<file path="src/rtl/seq_event_logger.sv">
// Timestamped event logger: counts sequence-detector hits and queues their records in a small FIFO.
// Define SEQ_LOG_DELTA_EN to record cycles since the previous accepted event instead of the absolute timestamp.
module seq_event_logger #(
    parameter int TS_W       = 16,
    parameter int DEPTH_LOG2 = 2
) (
    input  logic            clk,
    input  logic            reset,
    input  logic            en,
    input  logic            det_in,
    input  logic            clr,
    output logic            out_valid,
    input  logic            out_ready,
    output logic [TS_W-1:0] out_data,
    output logic [7:0]      evt_cnt,
    output logic [7:0]      drop_cnt,
    output logic            ovf
);

    localparam int DEPTH = 2 ** DEPTH_LOG2;
    localparam int CW    = DEPTH_LOG2 + 1;
    localparam logic [CW-1:0] FULL_CNT = CW'(DEPTH);

    typedef enum logic [1:0] {S_EMPTY, S_ACTIVE, S_FULL} state_t;

    state_t                state;
    logic [TS_W-1:0]       ts;
    logic [TS_W-1:0]       mem [DEPTH];
    logic [DEPTH_LOG2-1:0] wr_ptr;
    logic [DEPTH_LOG2-1:0] rd_ptr;
    logic [CW-1:0]         count;
    logic [CW-1:0]         count_nxt;
    logic                  event_req;
    logic                  pop;
    logic                  push;
    logic                  drop;
    logic [TS_W-1:0]       record;

    function automatic logic [7:0] sat_inc8(input logic [7:0] v);
        return (v == 8'hFF) ? v : v + 8'd1;
    endfunction

    function automatic logic [TS_W-1:0] sat_inc_ts(input logic [TS_W-1:0] v);
        return (v == {TS_W{1'b1}}) ? v : v + TS_W'(1);
    endfunction

    // A full FIFO still accepts an event when the head leaves on the same edge.
    always_comb begin
        event_req = reset & en & det_in;
        pop       = out_valid & out_ready;
        push      = event_req & ((state != S_FULL) | pop);
        drop      = event_req & (state == S_FULL) & ~pop;
        count_nxt = count + CW'(push) - CW'(pop);
    end

`ifdef SEQ_LOG_DELTA_EN
    logic [TS_W-1:0] delta;

    // Restarts at 1 the cycle after an accepted event; dropped events leave it running.
    always_ff @(posedge clk) begin
        if (!reset) begin
            delta <= '0;
        end else if (push) begin
            delta <= TS_W'(1);
        end else begin
            delta <= sat_inc_ts(delta);
        end
    end

    assign record = delta;
`else
    assign record = ts;
`endif

    always_ff @(posedge clk) begin
        if (push) begin
            mem[wr_ptr] <= record;
        end
    end

    always_ff @(posedge clk) begin
        if (!reset) begin
            ts        <= '0;
            wr_ptr    <= '0;
            rd_ptr    <= '0;
            count     <= '0;
            state     <= S_EMPTY;
            out_valid <= 1'b0;
            evt_cnt   <= '0;
            drop_cnt  <= '0;
            ovf       <= 1'b0;
        end else begin
            ts <= ts + TS_W'(1);
            if (push) begin
                wr_ptr  <= wr_ptr + DEPTH_LOG2'(1);
                evt_cnt <= sat_inc8(evt_cnt);
            end
            if (pop) begin
                rd_ptr <= rd_ptr + DEPTH_LOG2'(1);
            end
            count     <= count_nxt;
            out_valid <= (count_nxt != '0);
            if (count_nxt == '0) begin
                state <= S_EMPTY;
            end else if (count_nxt == FULL_CNT) begin
                state <= S_FULL;
            end else begin
                state <= S_ACTIVE;
            end
            // A drop on a clearing edge leaves exactly that one drop recorded.
            if (drop) begin
                ovf      <= 1'b1;
                drop_cnt <= clr ? 8'd1 : sat_inc8(drop_cnt);
            end else if (clr) begin
                ovf      <= 1'b0;
                drop_cnt <= '0;
            end
        end
    end

    assign out_data = out_valid ? mem[rd_ptr] : '0;

endmodule

</file>
<file path="config.mk">
export PLATFORM = sky130hd
export DESIGN_NAME = seq_event_logger
export DESIGN_NICKNAME = d
export VERILOG_FILES = /design/src/rtl/seq_event_logger.sv
export SDC_FILE = /design/constraint.sdc
export NUM_CORES = 1
export LEC_CHECK = 0
export BUFFER_PORTS_ARGS = -buffer_cell sky130_fd_sc_hd__buf_2
export CORE_MARGIN = 10
export CORE_UTILIZATION = 40
export DETAILED_ROUTE_END_ITERATION = 10
export PLACE_DENSITY = 0.58
export SKIP_CTS_REPAIR_TIMING = 1
export SYNTH_ARGS = -nofsm -noshare
export SYNTH_HDL_FRONTEND = slang
export SYNTH_SLANG_ARGS = --single-unit
</file>
<file path="constraint.sdc">
create_clock -name clk -period 2.4 [get_ports clk]
set_input_delay 0.36 -clock clk [delete_from_list [all_inputs] [get_ports clk]]
set_output_delay 0.36 -clock clk [all_outputs]
set_load 0.03 [all_outputs]
</file>
==> summary.md <==
| Metric | Value |
|---|---|
| Fin crit share | a little over nine tenths |
| Fmax | roughly 0.44 GHz |
| Inst Count DP | between 400 and 500 |
| Hold wc startpoint | clr |
| Starting DRC count in detailed routing | roughly 160 |
| Gpl congestion | between 0.7 and 0.8 |
| Clk slew on worst S/H paths | about 70 ps |
| CTS Buf Count | 9 |
| Compound-gate portion of the synthesized area | 2.31% |
| Diode count | 0 |
| Port Buffers | 39 |
| CP max-delay cell | fa_1 |
| Initial antenna violation count | 0 |
| NumNets Final | approximately 390 |
| Pre-antenna DRT Iters | 5 |
| First-pass GRT wire length | about 13,000 um |
| Max VDD drop | roughly 510 uV |
| Initial core utilization | approximately two fifths |
| Crit-path max cell delay | between 300 and 400 ps |
| Worst hold margin | 256 ps |
| Commonest non-fill, non-tap cell in the layout | edfxtp_1 |
| Met3 GRT Util | 3.44% |
| Hpwl dp | 5140 um |
| Vias per cell | approximately 4.9 |
| Yosys warning count | 0 |
| Slew HR | 72.8% |
| Clock Skews | roughly 6.6 ps |
| I/O pin total | 40 |
| Design area | slightly above 5000 sq um |
| Final Max Tran Viols | 0 |
| Synth area leader | edfxtp_1 |
| Routing usage on met1 | 12.7% |
| Main combinational cell family by area after synthesis | simple AND/OR/NAND/NOR gates |
| GRT Resource Usage Total | roughly a tenth |
| Post-Syn Nets | approximately 340 |
| Root Buffer | clkbuf_16 |
| CP cell instances | and2b_2, a21oi_2, inv_1, ha_1, inv_1, ha_1, inv_1, fa_1, xor2_1, xnor2_1, nor2b_1, and2_1 |
| Minimum clock period | 2260 ps |
| Top-area cell type share of the netlist area | a little over two fifths |
| Core Util, Final | between 40% and 50% |
| Worst path required time | roughly 2600 ps |
| Simple-gate share of the synthesized area | between 10% and 20% |
| Primary FF master, synth | edfxtp_1 |
| Grt peak-use layer | met2 |
| Critical Path AT | between 2000 and 2500 ps |
| Power per cell area | ~840 nW/um^2 |
| Mapped Area | ~4500 sq um |
| Largest net degree at the start of global routing | 38 |
| Clock Sinks | approximately 110 |
| Syn Inst Count | 322 |
| Crit Path Class | flip-flop to flip-flop |
| Worst-path maximum fanout | 2 |
| Clock Latency Late Sink | 340 ps |
| CP most frequent cell | inv_1 |
| Leak | roughly 1.9 nW |
| Netlist cell types | 41 |
| CP endpoint kind | flip-flop |
| Die width | approximately 130 um |
| Routed len/inst | ~15 um |
| Least-Margin Pin Slew | ~410 ps |
| Status | complete, no violations |
| Most frequent cells in the layout | edfxtp_1, dfxtp_1, and2_1 |
| Tightest Hold Check Type | primary input to flip-flop |
| Mux contribution to synthesized area | ~9.6% |
| GR Overflow Total | 0 |
| R2r startpoint | state[0] |
| Post-synth EDFFs | between 60 and 70 |
| WL final | 7870 um |
| Post-synthesis xor/xnor area fraction | ~4% |
| Placed Area | around 4900 sq um |
| Max clock buf depth | 2 |
| Antenna Nets Post-Route | 0 |
| Syn-to-layout area delta | 15.4% |
| Post-Layout Cell Count | about 520 |
| Register area | around 2800 sq um |
| #FFs+latches synth | between 100 and 150 |
| Fill count | 991 |
| Multi-input logic area | about 1600 sq um |
| Met2 global-route usage | about 16% |
| Die Footprint | ~16,000 sq um |
| Post-synthesis sequential area ratio | between 60% and 70% |
| Setup crit start | state[0] |
| Top post-synthesis cells by area | edfxtp_1, dfxtp_1, mux4_2, and2_1, xnor2_1 |
| Startpoint Class | flip-flop |
| Core area | 10,900 sq um |
| CTS tree | yes |
| Max-cap viol count | 0 |
| Final Hold Fails | 0 |
| Vias | approximately 2,500 |
| Die Ht | roughly 130 um |
| Async SR Flop Fraction | 0% |
| Vias in the first global route | roughly 2,600 |
| Drt drc | 0 |
| Layout cells sized above 1 | 24.2% |
| Avg Cell Area, Syn | between 10 and 15 sq um |
| FP Rows | 38 |
| Final Setup Violations | 0 |
| Synth Area in Adders | 2.95% |
| CTS H-Tree Depth | 3 |
## synth_stat cells (3+ instances only)
cell type / n
edfxtp_1: 64
dfxtp_1: 45
and2_1: 42
nand2_1: 17
mux4_2: 16
xnor2_1: 13
nor2_1: 12
inv_1: 10
nand3_1: 10
ha_1: 9
nand4_1: 9
xor2_1: 8
nor2b_1: 7
o21ai_0: 7
mux2i_1: 6
clkbuf_1: 5
nor3_1: 5
buf_2: 4
a21boi_0: 3
nand2b_1: 3
or3_1: 3
## path summary, 6_finish.rpt
| check | endpoint | slack [ps] | depth (start not counted) |
|---|---|---|---|
| worst min-delay path | drop_cnt[0] | 260 | 2 |
| worst max-delay path | state[1] | 140 | 12 |
| worst min register to register | evt_cnt[5] | 480 | 1 |
| worst max register to register | state[1] | 140 | 12 |
## layer usage
layer / vias to the layer above / part of all wire, %
met5: - / 0
met4: 0 / 1.5
met3: 8 / 4.6
met2: 38 / 48
met1: 1243 / 46
li1: 1252 / -
## report_power, final
group	internal, W	total [W]	switching (W)	leakage (nW)
sequential	0.00206	0.00211	0.0000503	0.955
combinational	0.000371	0.000876	0.000505	0.858
clock	0.000705	0.00136	0.000654	0.129
total	0.00314	0.00435	0.00121	1.94
## state kept, by name (all words and copies together), names as in the netlist, named ones only
signal / cells
count: 3
ovf: 1
state: 2
out_valid: 1
evt_cnt: 8
record: 16
wr_ptr: 2
mem: 64
rd_ptr: 2
drop_cnt: 8
## final cells by class
type | count | share of cell area [%]
Inverter | 10 | 0.725
Clock buffer | 9 | 4.35
Sequential cell | 109 | 54.6
Tap cell | 140 | 3.38
Clock inverter | 7 | 0.966
Multi-Input combinational cell | 190 | 30.3
Timing Repair Buffer | 51 | 5.75
## per-stage QoR
stage               setup TNS, ps  total power [W]  setup WS (ps)
global placement                0          0.00304           83.2
CTS                             0          0.00442           12.8
detailed placement              0          0.00305           2.44
finish                          0          0.00435            143
floorplan                       0          0.00280           2.13
global route               -0.914          0.00458         -0.914
## critical path, delay by kind of cell (launching register included)
kind | cells | cell delay [ps]
buf+inv | 3 | 170
compound gates | 1 | 140
simple gates | 3 | 440
xor+xnor | 2 | 320
fa+ha+maj | 3 | 780
flops | 1 | 320
## cell families (layout without fill, tap and decap cells)
logic type	after synthesis	in the layout
buffers and inverters	23	77
adders and majority gates	10	10
and+or+nand+nor	120	120
AOI/OAI and AO/OA	16	16
xor gates and xnor gates	21	21
muxes	23	23
DFF	109	109
No activity file was read; power rests on OpenSTA's default activity.
